**src/rtl/sumnb_pipe_pkg.sv**
```systemverilog
// Shared defaults and configuration helpers for the pipelined segmented adder.
package sumnb_pipe_pkg;

  localparam int DEF_WIDTH = 16;
  localparam int DEF_SEG   = 4;

  function automatic int stage_count(input int width, input int seg);
    return width / seg;
  endfunction

  // A segment needs at least two bits so its MSB carry-in can be tapped separately.
  function automatic bit cfg_ok(input int width, input int seg);
    return (seg >= 2) && (width >= seg) && ((width % seg) == 0);
  endfunction

endpackage

```
**src/rtl/sum_seg.sv**
```systemverilog
// Combinational SEG-bit adder slice; exposes the carry into its MSB for overflow detection.
module sum_seg #(
  parameter int SEG = 4
) (
  input  logic [SEG-1:0] a,
  input  logic [SEG-1:0] b,
  input  logic           ci,
  output logic [SEG-1:0] s,
  output logic           co,
  output logic           c_msb
);

  logic [SEG-1:0] lo_sum;
  logic [1:0]     hi_sum;

  // Split the add at the MSB so the carry into it is visible as its own signal.
  assign lo_sum = {1'b0, a[SEG-2:0]} + {1'b0, b[SEG-2:0]} + SEG'(ci);
  assign hi_sum = 2'(a[SEG-1]) + 2'(b[SEG-1]) + 2'(lo_sum[SEG-1]);

  assign c_msb = lo_sum[SEG-1];
  assign s     = {hi_sum[0], lo_sum[SEG-2:0]};
  assign co    = hi_sum[1];

endmodule

```
**src/rtl/sumnb_pipe.sv**
```systemverilog
// Pipelined WIDTH-bit adder/subtractor, one SEG-bit segment per stage, valid/ready handshake.
module sumnb_pipe
  import sumnb_pipe_pkg::*;
#(
  parameter int WIDTH = DEF_WIDTH,
  parameter int SEG   = DEF_SEG
) (
  input  logic             clk,
  input  logic             rst,
  input  logic             in_valid,
  output logic             in_ready,
  input  logic [WIDTH-1:0] A,
  input  logic [WIDTH-1:0] B,
  input  logic             sub,
  input  logic             Cin,
  output logic             out_valid,
  input  logic             out_ready,
  output logic [WIDTH-1:0] S,
  output logic             Cout,
  output logic             Ovf
);

  localparam int STAGES = stage_count(WIDTH, SEG);

  if (!cfg_ok(WIDTH, SEG)) begin : g_bad_cfg
    $fatal(1, "sumnb_pipe: WIDTH must be a nonzero multiple of SEG, SEG >= 2");
  end

  logic             advance;
  logic [WIDTH-1:0] b_eff;

  // The whole pipe moves in lockstep: it only freezes when a finished result is not taken.
  assign advance  = !out_valid || out_ready;
  assign in_ready = advance;
  assign b_eff    = sub ? ~B : B;

  for (genvar k = 0; k < STAGES; k++) begin : stg
    localparam int DW = (k + 1) * SEG;

    logic [SEG-1:0] a_seg;
    logic [SEG-1:0] b_seg;
    logic [SEG-1:0] s_seg;
    logic           ci;
    logic           v_in;
    logic           co;
    logic           c_msb;
    logic [DW-1:0]  s_next;

    logic           v_q;
    logic           c_q;
    logic [DW-1:0]  s_q;

    if (k == 0) begin : g_head
      assign a_seg  = A[SEG-1:0];
      assign b_seg  = b_eff[SEG-1:0];
      assign ci     = sub | Cin;
      assign v_in   = in_valid;
      assign s_next = s_seg;
    end else begin : g_body
      assign a_seg  = stg[k-1].g_op.a_q[SEG-1:0];
      assign b_seg  = stg[k-1].g_op.b_q[SEG-1:0];
      assign ci     = stg[k-1].c_q;
      assign v_in   = stg[k-1].v_q;
      assign s_next = {s_seg, stg[k-1].s_q};
    end

    sum_seg #(.SEG(SEG)) u_seg (
      .a     (a_seg),
      .b     (b_seg),
      .ci    (ci),
      .s     (s_seg),
      .co    (co),
      .c_msb (c_msb)
    );

    always_ff @(posedge clk or posedge rst) begin
      if (rst) begin
        v_q <= 1'b0;
        c_q <= 1'b0;
        s_q <= '0;
      end else if (advance) begin
        v_q <= v_in;
        c_q <= co;
        s_q <= s_next;
      end
    end

    if (k < STAGES - 1) begin : g_op
      localparam int RW = WIDTH - DW;

      logic [RW-1:0] a_nx;
      logic [RW-1:0] b_nx;
      logic [RW-1:0] a_q;
      logic [RW-1:0] b_q;
      logic          unused_c_msb;

      assign unused_c_msb = c_msb;

      if (k == 0) begin : g_src_in
        assign a_nx = A[WIDTH-1:SEG];
        assign b_nx = b_eff[WIDTH-1:SEG];
      end else begin : g_src_prev
        assign a_nx = stg[k-1].g_op.a_q[WIDTH-k*SEG-1:SEG];
        assign b_nx = stg[k-1].g_op.b_q[WIDTH-k*SEG-1:SEG];
      end

      // NOTE: operand skew registers carry no reset; their contents only matter
      // alongside a set valid bit, which is reset.
      always_ff @(posedge clk) begin
        if (advance) begin
          a_q <= a_nx;
          b_q <= b_nx;
        end
      end
    end else begin : g_tail
      logic ovf_q;

      always_ff @(posedge clk or posedge rst) begin
        if (rst) begin
          ovf_q <= 1'b0;
        end else if (advance) begin
          ovf_q <= c_msb ^ co;
        end
      end
    end
  end

  assign out_valid = stg[STAGES-1].v_q;
  assign S         = stg[STAGES-1].s_q;
  assign Cout      = stg[STAGES-1].c_q;
  assign Ovf       = stg[STAGES-1].g_tail.ovf_q;

endmodule

```
**config.mk**
```make
export PLATFORM = sky130hd
export DESIGN_NAME = sumnb_pipe
export DESIGN_NICKNAME = d
export VERILOG_FILES = /design/src/rtl/sumnb_pipe_pkg.sv /design/src/rtl/sum_seg.sv /design/src/rtl/sumnb_pipe.sv
export SDC_FILE = /design/constraint.sdc
export NUM_CORES = 1
export LEC_CHECK = 0
export ABC_AREA = 1
export CORE_ASPECT_RATIO = 1.25
export CORE_MARGIN = 10
export CORE_UTILIZATION = 58
export CTS_CLUSTER_SIZE = 40
export DETAILED_ROUTE_END_ITERATION = 10
export PLACE_DENSITY = 0.87
export SLEW_MARGIN = 10
export SYNTH_ARGS = -nofsm -noshare
export SYNTH_HDL_FRONTEND = slang
export SYNTH_SLANG_ARGS = --single-unit
```
**constraint.sdc**
```tcl
create_clock -name clk -period 4.8 [get_ports clk]
set_input_delay 0.96 -clock clk [delete_from_list [all_inputs] [get_ports clk]]
set_output_delay 0.96 -clock clk [all_outputs]
set_load 0.01 [all_outputs]
```
==> results of run 1 <==
==> cells in the mapped netlist <==
master                      n
sky130_fd_sc_hd__nand3_1    3
sky130_fd_sc_hd__buf_4      6
sky130_fd_sc_hd__o21ai_2    9
sky130_fd_sc_hd__buf_2      3
sky130_fd_sc_hd__a211oi_1   2
sky130_fd_sc_hd__ha_1       8
sky130_fd_sc_hd__nor2_1     7
sky130_fd_sc_hd__dfrtp_1   49
sky130_fd_sc_hd__nand2_1   72
sky130_fd_sc_hd__xor2_1    19
sky130_fd_sc_hd__o21ai_0   17
sky130_fd_sc_hd__or2_2      3
sky130_fd_sc_hd__a21oi_1    1
sky130_fd_sc_hd__inv_1     33
sky130_fd_sc_hd__edfxtp_1  48
sky130_fd_sc_hd__xnor2_1    1
sky130_fd_sc_hd__fa_1      12
sky130_fd_sc_hd__nor2_4     1
sky130_fd_sc_hd__o21ai_1   11
sky130_fd_sc_hd__inv_4      1
sky130_fd_sc_hd__buf_6      2
==> cell families after synthesis <==
logic type / Yosys count / synth area share
flip-flops: 97 / 0.671
XOR/XNOR: 20 / 0.0441
buffers and inverters: 45 / 0.0535
adder cells (fa/ha/maj): 20 / 0.0856
AND/OR/NAND/NOR: 86 / 0.0859
AO/OA/AOI/OAI: 40 / 0.0601
==> sequential cells by signal (all words and copies together) (netlist names), 3 cells and up <==
name          count
S                16
stg.c_q           3
stg.g_op.a_q     24
stg.g_op.b_q     24
stg.s_q          24
stg.v_q           3
==> layer usage <==
metal  vias to the layer above  GRT usage
li1                       1118          -
met4                         0     0.0660
met3                        15     0.0440
met1                      1094      0.153
met5                         -          0
met2                        58      0.221
==> cell usage in the layout, fill, tap and decap left out <==
master,count
sky130_fd_sc_hd__a211oi_1,2
sky130_fd_sc_hd__inv_4,1
sky130_fd_sc_hd__or2_2,3
sky130_fd_sc_hd__o21ai_1,11
sky130_fd_sc_hd__xor2_1,19
sky130_fd_sc_hd__clkinv_1,1
sky130_fd_sc_hd__clkinv_4,1
sky130_fd_sc_hd__clkbuf_8,9
sky130_fd_sc_hd__fa_1,12
sky130_fd_sc_hd__xnor2_1,1
sky130_fd_sc_hd__edfxtp_1,48
sky130_fd_sc_hd__inv_1,32
sky130_fd_sc_hd__o21ai_0,17
sky130_fd_sc_hd__nor2_1,7
sky130_fd_sc_hd__a21oi_1,1
sky130_fd_sc_hd__dfrtp_1,49
sky130_fd_sc_hd__clkdlybuf4s50_1,57
sky130_fd_sc_hd__clkinvlp_4,2
sky130_fd_sc_hd__bufinv_16,1
sky130_fd_sc_hd__inv_2,1
sky130_fd_sc_hd__ha_1,8
sky130_fd_sc_hd__buf_4,3
sky130_fd_sc_hd__nand3_1,3
sky130_fd_sc_hd__o21ai_2,9
sky130_fd_sc_hd__clkbuf_1,1
sky130_fd_sc_hd__nor2_4,1
sky130_fd_sc_hd__nand2_1,72
sky130_fd_sc_hd__inv_6,1
==> worst max path at each step <==
stage,end,slack (ns),depth (start not counted)
2_1_floorplan,in_ready,2.03,3
3_3_place_gp,stg[0].s_q[3]$_DFFE_PP0P_,1.59,9
3_5_place_dp,stg[0].s_q[3]$_DFFE_PP0P_,1.49,9
4_1_cts,in_ready,1.68,4
5_1_grt,in_ready,1.66,4
6_report,in_ready,1.70,4
==> critical path, delay by kind of cell <==
kind,cells,cell delay (ns)
buffers and inverters,3,1.12
and+or+nand+nor,1,0.06
==> power groups by stage <==
stage          clock, mW  sequential [mW]  combinational, mW
6_report           0.513             1.36              0.884
5_1_grt            0.564             1.40               1.01
4_1_cts            0.523             1.36              0.906
3_5_place_dp           0             1.38              0.901
3_3_place_gp           0             1.36              0.843
2_1_floorplan          0             1.38              0.543
==> area by class of cell <==
| cell class | instances | area (um^2) | share of cell area |
|---|---|---|---|
| clock buffers | 10 | 128 | 0.0266 |
| clock inverters | 6 | 66.3 | 0.0138 |
| inverters | 34 | 130 | 0.0272 |
| multi-input cells | 166 | 1100 | 0.229 |
| flip-flops and latches | 97 | 2670 | 0.557 |
| well taps | 87 | 109 | 0.0227 |
| repair buffers | 60 | 593 | 0.124 |
==> impl_metrics.xml, run 1 <==
<?xml version="1.0" encoding="UTF-8"?>
<metrics>
  <group name="power">
    <metric name="intPower" unit="mW">1.87</metric>
    <metric name="leakagePower" unit="nW">2.06</metric>
    <metric name="max-vdd-ir-drop" unit="mV">0.387</metric>
    <metric name="clockPowerShare" unit="">0.186</metric>
    <metric name="total_power" unit="mW">2.76</metric>
    <metric name="switching_share" unit="">0.322</metric>
    <metric name="power_per_cell_area" unit="nW/um^2">576</metric>
    <metric name="power_switching" unit="mW">0.889</metric>
    <metric name="power_frac_seq" unit="">0.493</metric>
    <metric name="power.share.combinational" unit="">0.321</metric>
  </group>
  <group name="setup_path">
    <metric name="critPathMaxFanout" unit="">2</metric>
    <metric name="critical_path.most_common_cell" unit="">sky130_fd_sc_hd__clkdlybuf4s50_1</metric>
    <metric name="timing.critical_path.from_type" unit="">input pin</metric>
    <metric name="worst_setup_path_startpoint" unit="">out_ready</metric>
    <metric name="path_class" unit="">input pin to output port</metric>
    <metric name="worst_path_largest_cell_delay" unit="ns">0.54</metric>
    <metric name="crit_path_end_kind" unit="">output port</metric>
    <metric name="worst_path_cell_with_the_longest_stage_delay" unit="">sky130_fd_sc_hd__clkdlybuf4s50_1</metric>
    <metric name="worstReg2RegEnd" unit="">stg[2].s_q[11]$_DFFE_PP0P_</metric>
    <metric name="critPathArrivalTime" unit="ns">2.14</metric>
    <metric name="crit_chain" unit="">clkdlybuf4s50_1 &gt; nor2_4 &gt; inv_4 &gt; clkdlybuf4s50_1</metric>
    <metric name="critical_path.reg2reg.startpoint" unit="">stg[1].c_q$_DFFE_PP0P_</metric>
    <metric name="worst-endpoint-required" unit="ns">3.84</metric>
    <metric name="worstRegToRegCells" unit="">6</metric>
    <metric name="ff2ff_setup_slack" unit="ns">2.85</metric>
  </group>
  <group name="cts">
    <metric name="clk_pin_slew_worst_paths" unit="ns">0.09</metric>
    <metric name="cts_setup_buffers" unit="">0</metric>
    <metric name="postCtsResizedCells" unit="">0</metric>
    <metric name="tritoncts" unit="">built</metric>
    <metric name="cts_hold_buf" unit="">0</metric>
    <metric name="cts-htree-levels" unit="">3</metric>
    <metric name="cts.sink_count" unit="">97</metric>
    <metric name="clk_path_buf_depth" unit="">2</metric>
    <metric name="numCtsBuffers" unit="">9</metric>
    <metric name="clockRootBuffer" unit="">sky130_fd_sc_hd__clkbuf_8</metric>
    <metric name="clock_latency" unit="ns">0.36</metric>
  </group>
  <group name="timing">
    <metric name="hold_viol" unit="">0</metric>
    <metric name="rsz0062_at_grt" unit="">false</metric>
    <metric name="setup_violations" unit="">0</metric>
    <metric name="timing.final.crit_period" unit="ns">3.10</metric>
    <metric name="fin_ws" unit="ns">1.70</metric>
    <metric name="clock.fmax" unit="MHz">322</metric>
    <metric name="worst_tran_pin_value" unit="ns">0.978</metric>
    <metric name="setup_tns" unit="ns">0</metric>
    <metric name="maxSlewHeadroom" unit="">0.347</metric>
    <metric name="finalHoldWorstSlack" unit="ns">0.422</metric>
    <metric name="clock_skew" unit="ns">0.0111</metric>
    <metric name="min_period_over_period" unit="">0.647</metric>
    <metric name="drv_slew" unit="">0</metric>
  </group>
  <group name="detailed_routing">
    <metric name="wl_met3" unit="um">377</metric>
    <metric name="m1WireLength" unit="mm">2.69</metric>
    <metric name="dr.first_iter.drc_count" unit="">193</metric>
    <metric name="highest-signal-layer" unit="">met4</metric>
    <metric name="drc" unit="">0</metric>
    <metric name="post_drt_via_cell_ratio" unit="">4.97</metric>
    <metric name="antenna_left" unit="">0</metric>
    <metric name="wl_met2" unit="mm">3.40</metric>
    <metric name="dr.pass1.iters" unit="">4</metric>
    <metric name="vias" unit="">2285</metric>
    <metric name="finalWirelength" unit="mm">6.64</metric>
    <metric name="avgRoutedWirePerCell" unit="um">14.4</metric>
  </group>
  <group name="die">
    <metric name="floorplan.die.height" unit="um">113</metric>
    <metric name="core-area" unit="um^2">6610</metric>
    <metric name="fp.dieArea" unit="um^2">10600</metric>
    <metric name="core.rowCount" unit="">33</metric>
    <metric name="io-pin-count" unit="">58</metric>
    <metric name="floorplan.die.width" unit="um">94.1</metric>
    <metric name="start_util" unit="">0.602</metric>
  </group>
  <group name="layout">
    <metric name="fin_util" unit="">0.725</metric>
    <metric name="fin_area" unit="um^2">4790</metric>
    <metric name="n_fill_cell" unit="">461</metric>
    <metric name="syn_to_final_growth" unit="%">20.5</metric>
    <metric name="finalNonFillerCells" unit="">460</metric>
    <metric name="drive_gt1_frac" unit="">0.0858</metric>
    <metric name="antenna_cells_inserted" unit="">0</metric>
    <metric name="layout.nets" unit="">426</metric>
  </group>
  <group name="run_status">
    <metric name="status" unit="">finished clean</metric>
  </group>
  <group name="synth">
    <metric name="post_synth_main_area_contributors" unit="">sky130_fd_sc_hd__edfxtp_1, sky130_fd_sc_hd__dfrtp_1, sky130_fd_sc_hd__nand2_1</metric>
    <metric name="synth.top_cell.area_share" unit="">0.362</metric>
    <metric name="synth.yosys.warnings" unit="">0</metric>
    <metric name="synth-seq-area-share" unit="">0.671</metric>
    <metric name="synth.cell_area" unit="um^2">3980</metric>
    <metric name="syn-num-nets" unit="">366</metric>
    <metric name="syn-instance-count" unit="">308</metric>
    <metric name="netlist.top_cell.by_area" unit="">sky130_fd_sc_hd__edfxtp_1</metric>
    <metric name="synth_cell_types" unit="">21</metric>
    <metric name="ys_ff_latch" unit="">97</metric>
    <metric name="syn_avg_cell_area" unit="um^2">12.9</metric>
  </group>
  <group name="grt">
    <metric name="wire_length_of_the_first_global_routing_pass" unit="mm">11.1</metric>
    <metric name="grtUsageTotal" unit="">0.135</metric>
    <metric name="global_route.overflow_total" unit="">0</metric>
    <metric name="grt_start_max_net_pins" unit="">83</metric>
    <metric name="number_of_global_route_vias_before_repair" unit="">2459</metric>
    <metric name="number_of_antenna_violations_at_the_first_check_in_global_routing" unit="">0</metric>
  </group>
  <group name="worst_hold_path">
    <metric name="holdCritPathClass" unit="">register to register</metric>
    <metric name="whs_endpoint" unit="">stg[1].g_op.a_q[7]$_DFFE_PP_</metric>
    <metric name="hold_path_startpoint" unit="">stg[0].g_op.a_q[11]$_DFFE_PP_</metric>
    <metric name="holdPathStages" unit="">0</metric>
  </group>
  <group name="placement">
    <metric name="post-place-cells" unit="">444</metric>
    <metric name="gp_congestion" unit="">0.757</metric>
    <metric name="dpl.hpwl" unit="mm">4.66</metric>
    <metric name="place_area" unit="um^2">4600</metric>
    <metric name="detailedPlace.worstSlack" unit="ns">1.49</metric>
    <metric name="count_of_input_and_output_buffers" unit="">57</metric>
  </group>
  <group name="flow_run">
    <metric name="max_cap_viol_count" unit="">0</metric>
  </group>
</metrics>
No activity file was read; power rests on OpenSTA's default activity.
==> run 2, diff against run 1 <==
--- a/config.mk
+++ b/config.mk
@@ -8,10 +8,10 @@
 export ABC_AREA = 1
 export CORE_ASPECT_RATIO = 1.25
 export CORE_MARGIN = 10
-export CORE_UTILIZATION = 58
+export CORE_UTILIZATION = 54
 export CTS_CLUSTER_SIZE = 40
 export DETAILED_ROUTE_END_ITERATION = 10
-export PLACE_DENSITY = 0.87
+export PLACE_DENSITY = 0.82
 export SLEW_MARGIN = 10
 export SYNTH_ARGS = -nofsm -noshare
 export SYNTH_HDL_FRONTEND = slang
==> constraint.sdc (replaced) <==
create_clock -name clk -period 2.9 [get_ports clk]
set_input_delay 0.58 -clock clk [delete_from_list [all_inputs] [get_ports clk]]
set_output_delay 0.58 -clock clk [all_outputs]
set_load 0.01 [all_outputs]
==> impl_metrics.xml, run 2 (same netlist as run 1, synthesis figures left out) <==
<?xml version="1.0" encoding="UTF-8"?>
<metrics>
  <group name="setup_path">
    <metric name="critical_path.reg2reg.startpoint" unit="">stg[2].c_q$_DFFE_PP0P_</metric>
    <metric name="endpoint" unit="">stg[0].s_q[3]$_DFFE_PP0P_</metric>
    <metric name="worstRegToRegCells" unit="">11</metric>
    <metric name="path_class" unit="">input pin to register</metric>
    <metric name="worstReg2RegEnd" unit="">Ovf$_DFFE_PP0P_</metric>
    <metric name="worst-endpoint-required" unit="ns">3.12</metric>
    <metric name="crit_chain" unit="">clkdlybuf4s50_1 &gt; buf_4 &gt; xor2_1 &gt; ha_1 &gt; a21oi_1 &gt; nand2_1 &gt; fa_1 &gt; nand2_1 &gt; o21ai_2</metric>
    <metric name="worst_setup_path_startpoint" unit="">sub</metric>
    <metric name="critPathArrivalTime" unit="ns">2.63</metric>
    <metric name="critical_path.most_common_cell" unit="">sky130_fd_sc_hd__nand2_1</metric>
    <metric name="critPathMaxFanout" unit="">4</metric>
    <metric name="crit_path_end_kind" unit="">register</metric>
    <metric name="worst_path_cell_with_the_longest_stage_delay" unit="">sky130_fd_sc_hd__clkdlybuf4s50_1</metric>
    <metric name="ff2ff_setup_slack" unit="ns">0.94</metric>
    <metric name="timing.critical_path.from_type" unit="">input pin</metric>
    <metric name="worst_path_largest_cell_delay" unit="ns">0.54</metric>
  </group>
  <group name="layout">
    <metric name="final_common_cell" unit="">sky130_fd_sc_hd__nand2_1</metric>
    <metric name="antenna_cells_inserted" unit="">0</metric>
    <metric name="layout_common_cells" unit="">sky130_fd_sc_hd__nand2_1, sky130_fd_sc_hd__clkdlybuf4s50_1, sky130_fd_sc_hd__dfrtp_1</metric>
    <metric name="reg_top3" unit="">stg.g_op.a_q x24, stg.g_op.b_q x24, stg.s_q x24</metric>
    <metric name="fin_area" unit="um^2">4800</metric>
    <metric name="syn_to_final_growth" unit="%">20.7</metric>
    <metric name="drive_gt1_frac" unit="">0.0957</metric>
    <metric name="layout.nets" unit="">429</metric>
  </group>
  <group name="cts">
    <metric name="cts_setup_buffers" unit="">0</metric>
    <metric name="cts-htree-levels" unit="">3</metric>
    <metric name="numCtsBuffers" unit="">9</metric>
    <metric name="clk_pin_slew_worst_paths" unit="ns">0.09</metric>
    <metric name="clockRootBuffer" unit="">sky130_fd_sc_hd__clkbuf_8</metric>
    <metric name="clk_path_buf_depth" unit="">2</metric>
    <metric name="cts_hold_buf" unit="">0</metric>
    <metric name="tritoncts" unit="">built</metric>
    <metric name="cts.sink_count" unit="">97</metric>
    <metric name="postCtsResizedCells" unit="">0</metric>
    <metric name="clock_latency" unit="ns">0.35</metric>
  </group>
  <group name="timing">
    <metric name="timing.final.crit_period" unit="ns">2.41</metric>
    <metric name="min_period_over_period" unit="">0.830</metric>
    <metric name="fin_ws" unit="ns">0.492</metric>
    <metric name="maxSlewHeadroom" unit="">0.380</metric>
    <metric name="setup_tns" unit="ns">0</metric>
    <metric name="rsz0062_at_grt" unit="">false</metric>
    <metric name="worst_tran_pin_value" unit="ns">0.929</metric>
    <metric name="drv_slew" unit="">0</metric>
    <metric name="setup_violations" unit="">0</metric>
    <metric name="clock.fmax" unit="MHz">415</metric>
    <metric name="hold_viol" unit="">0</metric>
    <metric name="clock_skew" unit="ns">0.0119</metric>
  </group>
  <group name="placement">
    <metric name="detailedPlace.worstSlack" unit="ns">0.0868</metric>
    <metric name="count_of_input_and_output_buffers" unit="">57</metric>
    <metric name="dpl.hpwl" unit="mm">4.41</metric>
    <metric name="gp_congestion" unit="">0.728</metric>
    <metric name="place_area" unit="um^2">4620</metric>
  </group>
  <group name="power">
    <metric name="clockPowerShare" unit="">0.174</metric>
    <metric name="power.share.combinational" unit="">0.324</metric>
    <metric name="max-vdd-ir-drop" unit="mV">0.569</metric>
    <metric name="power_per_cell_area" unit="nW/um^2">930</metric>
    <metric name="leakagePower" unit="nW">2.08</metric>
    <metric name="intPower" unit="mW">3.04</metric>
    <metric name="power_switching" unit="mW">1.43</metric>
    <metric name="power_frac_seq" unit="">0.502</metric>
    <metric name="switching_share" unit="">0.319</metric>
  </group>
  <group name="detailed_routing">
    <metric name="antenna_left" unit="">0</metric>
    <metric name="drc" unit="">0</metric>
    <metric name="finalWirelength" unit="mm">6.17</metric>
    <metric name="vias" unit="">2241</metric>
    <metric name="dr.first_iter.drc_count" unit="">124</metric>
    <metric name="avgRoutedWirePerCell" unit="um">13.2</metric>
    <metric name="dr.pass1.iters" unit="">4</metric>
    <metric name="post_drt_via_cell_ratio" unit="">4.81</metric>
  </group>
  <group name="die">
    <metric name="io-pin-count" unit="">58</metric>
    <metric name="floorplan.die.height" unit="um">116</metric>
    <metric name="fp.dieArea" unit="um^2">11200</metric>
    <metric name="core-area" unit="um^2">7060</metric>
    <metric name="start_util" unit="">0.563</metric>
    <metric name="floorplan.die.width" unit="um">96.8</metric>
    <metric name="core.rowCount" unit="">34</metric>
  </group>
  <group name="flow_run">
    <metric name="max_cap_viol_count" unit="">0</metric>
  </group>
  <group name="run_status">
    <metric name="status" unit="">finished clean</metric>
  </group>
  <group name="grt">
    <metric name="grt_start_max_net_pins" unit="">83</metric>
    <metric name="grtUsageTotal" unit="">0.112</metric>
    <metric name="global_route.overflow_total" unit="">0</metric>
    <metric name="number_of_global_route_vias_before_repair" unit="">2281</metric>
    <metric name="number_of_antenna_violations_at_the_first_check_in_global_routing" unit="">0</metric>
    <metric name="wire_length_of_the_first_global_routing_pass" unit="mm">10.2</metric>
  </group>
  <group name="worst_hold_path">
    <metric name="holdCritPathClass" unit="">register to register</metric>
  </group>
</metrics>
run 2: layout make-up:
class                   instances  area (um^2)
well taps                      90          113
inverters                      34          130
fillers                       543         2260
flip-flops and latches         97         2670
clock buffers                  12          149
clock inverters                 4         27.5
multi-input cells             166         1100
repair buffers                 63          616
run 2: worst min path at each step:
stage | start | to | slack [ns] | cells after the start
after detailed placement | stg[0].g_op.a_q[7]$_DFFE_PP_ | stg[1].g_op.a_q[3]$_DFFE_PP_ | 0.40 | 0
after CTS | stg[0].g_op.b_q[10]$_DFFE_PP_ | stg[1].g_op.b_q[6]$_DFFE_PP_ | 0.42 | 0
after floorplan | stg[0].g_op.a_q[4]$_DFFE_PP_ | stg[1].g_op.a_q[0]$_DFFE_PP_ | 0.40 | 0
after global routing | stg[0].g_op.a_q[11]$_DFFE_PP_ | stg[1].g_op.a_q[7]$_DFFE_PP_ | 0.43 | 0
after global placement | stg[0].g_op.a_q[11]$_DFFE_PP_ | stg[1].g_op.a_q[7]$_DFFE_PP_ | 0.40 | 0
final | stg[0].g_op.a_q[11]$_DFFE_PP_ | stg[1].g_op.a_q[7]$_DFFE_PP_ | 0.42 | 0
run 2: power by group through the flow:
stage	logic [mW]	registers [mW]	clock network [mW]
global placement	1.40	2.25	0
finish	1.45	2.24	0.778
CTS	1.48	2.24	0.802
detailed placement	1.48	2.27	0
floorplan	0.899	2.29	0
global route	1.65	2.30	0.861
run 2: critical path, delay by kind of cell:
kind | cells | cell delay [ns]
AND/OR/NAND/NOR | 2 | 0.19
adder cells (fa/ha/maj) | 2 | 0.74
XOR/XNOR | 1 | 0.17
buffers and inverters | 2 | 0.70
AO/OA/AOI/OAI | 2 | 0.23
run 2: routing by layer:
metal,GRT usage,routed length (um)
met1,0.125,2540
met2,0.186,3090
met3,0.0381,411
met4,0.0621,131
met5,0,0
run 2: metrics by stage:
stage	hold slack (ns)	power (mW)	instances	utilization
6_report	0.415	4.46	466	0.679
5_1_grt	0.428	4.80	466	0.679
4_1_cts	0.421	4.53	466	0.679
3_5_place_dp	0.405	3.75	450	0.655
3_3_place_gp	0.401	3.64	450	0.655
2_1_floorplan	0.400	3.19	308	-
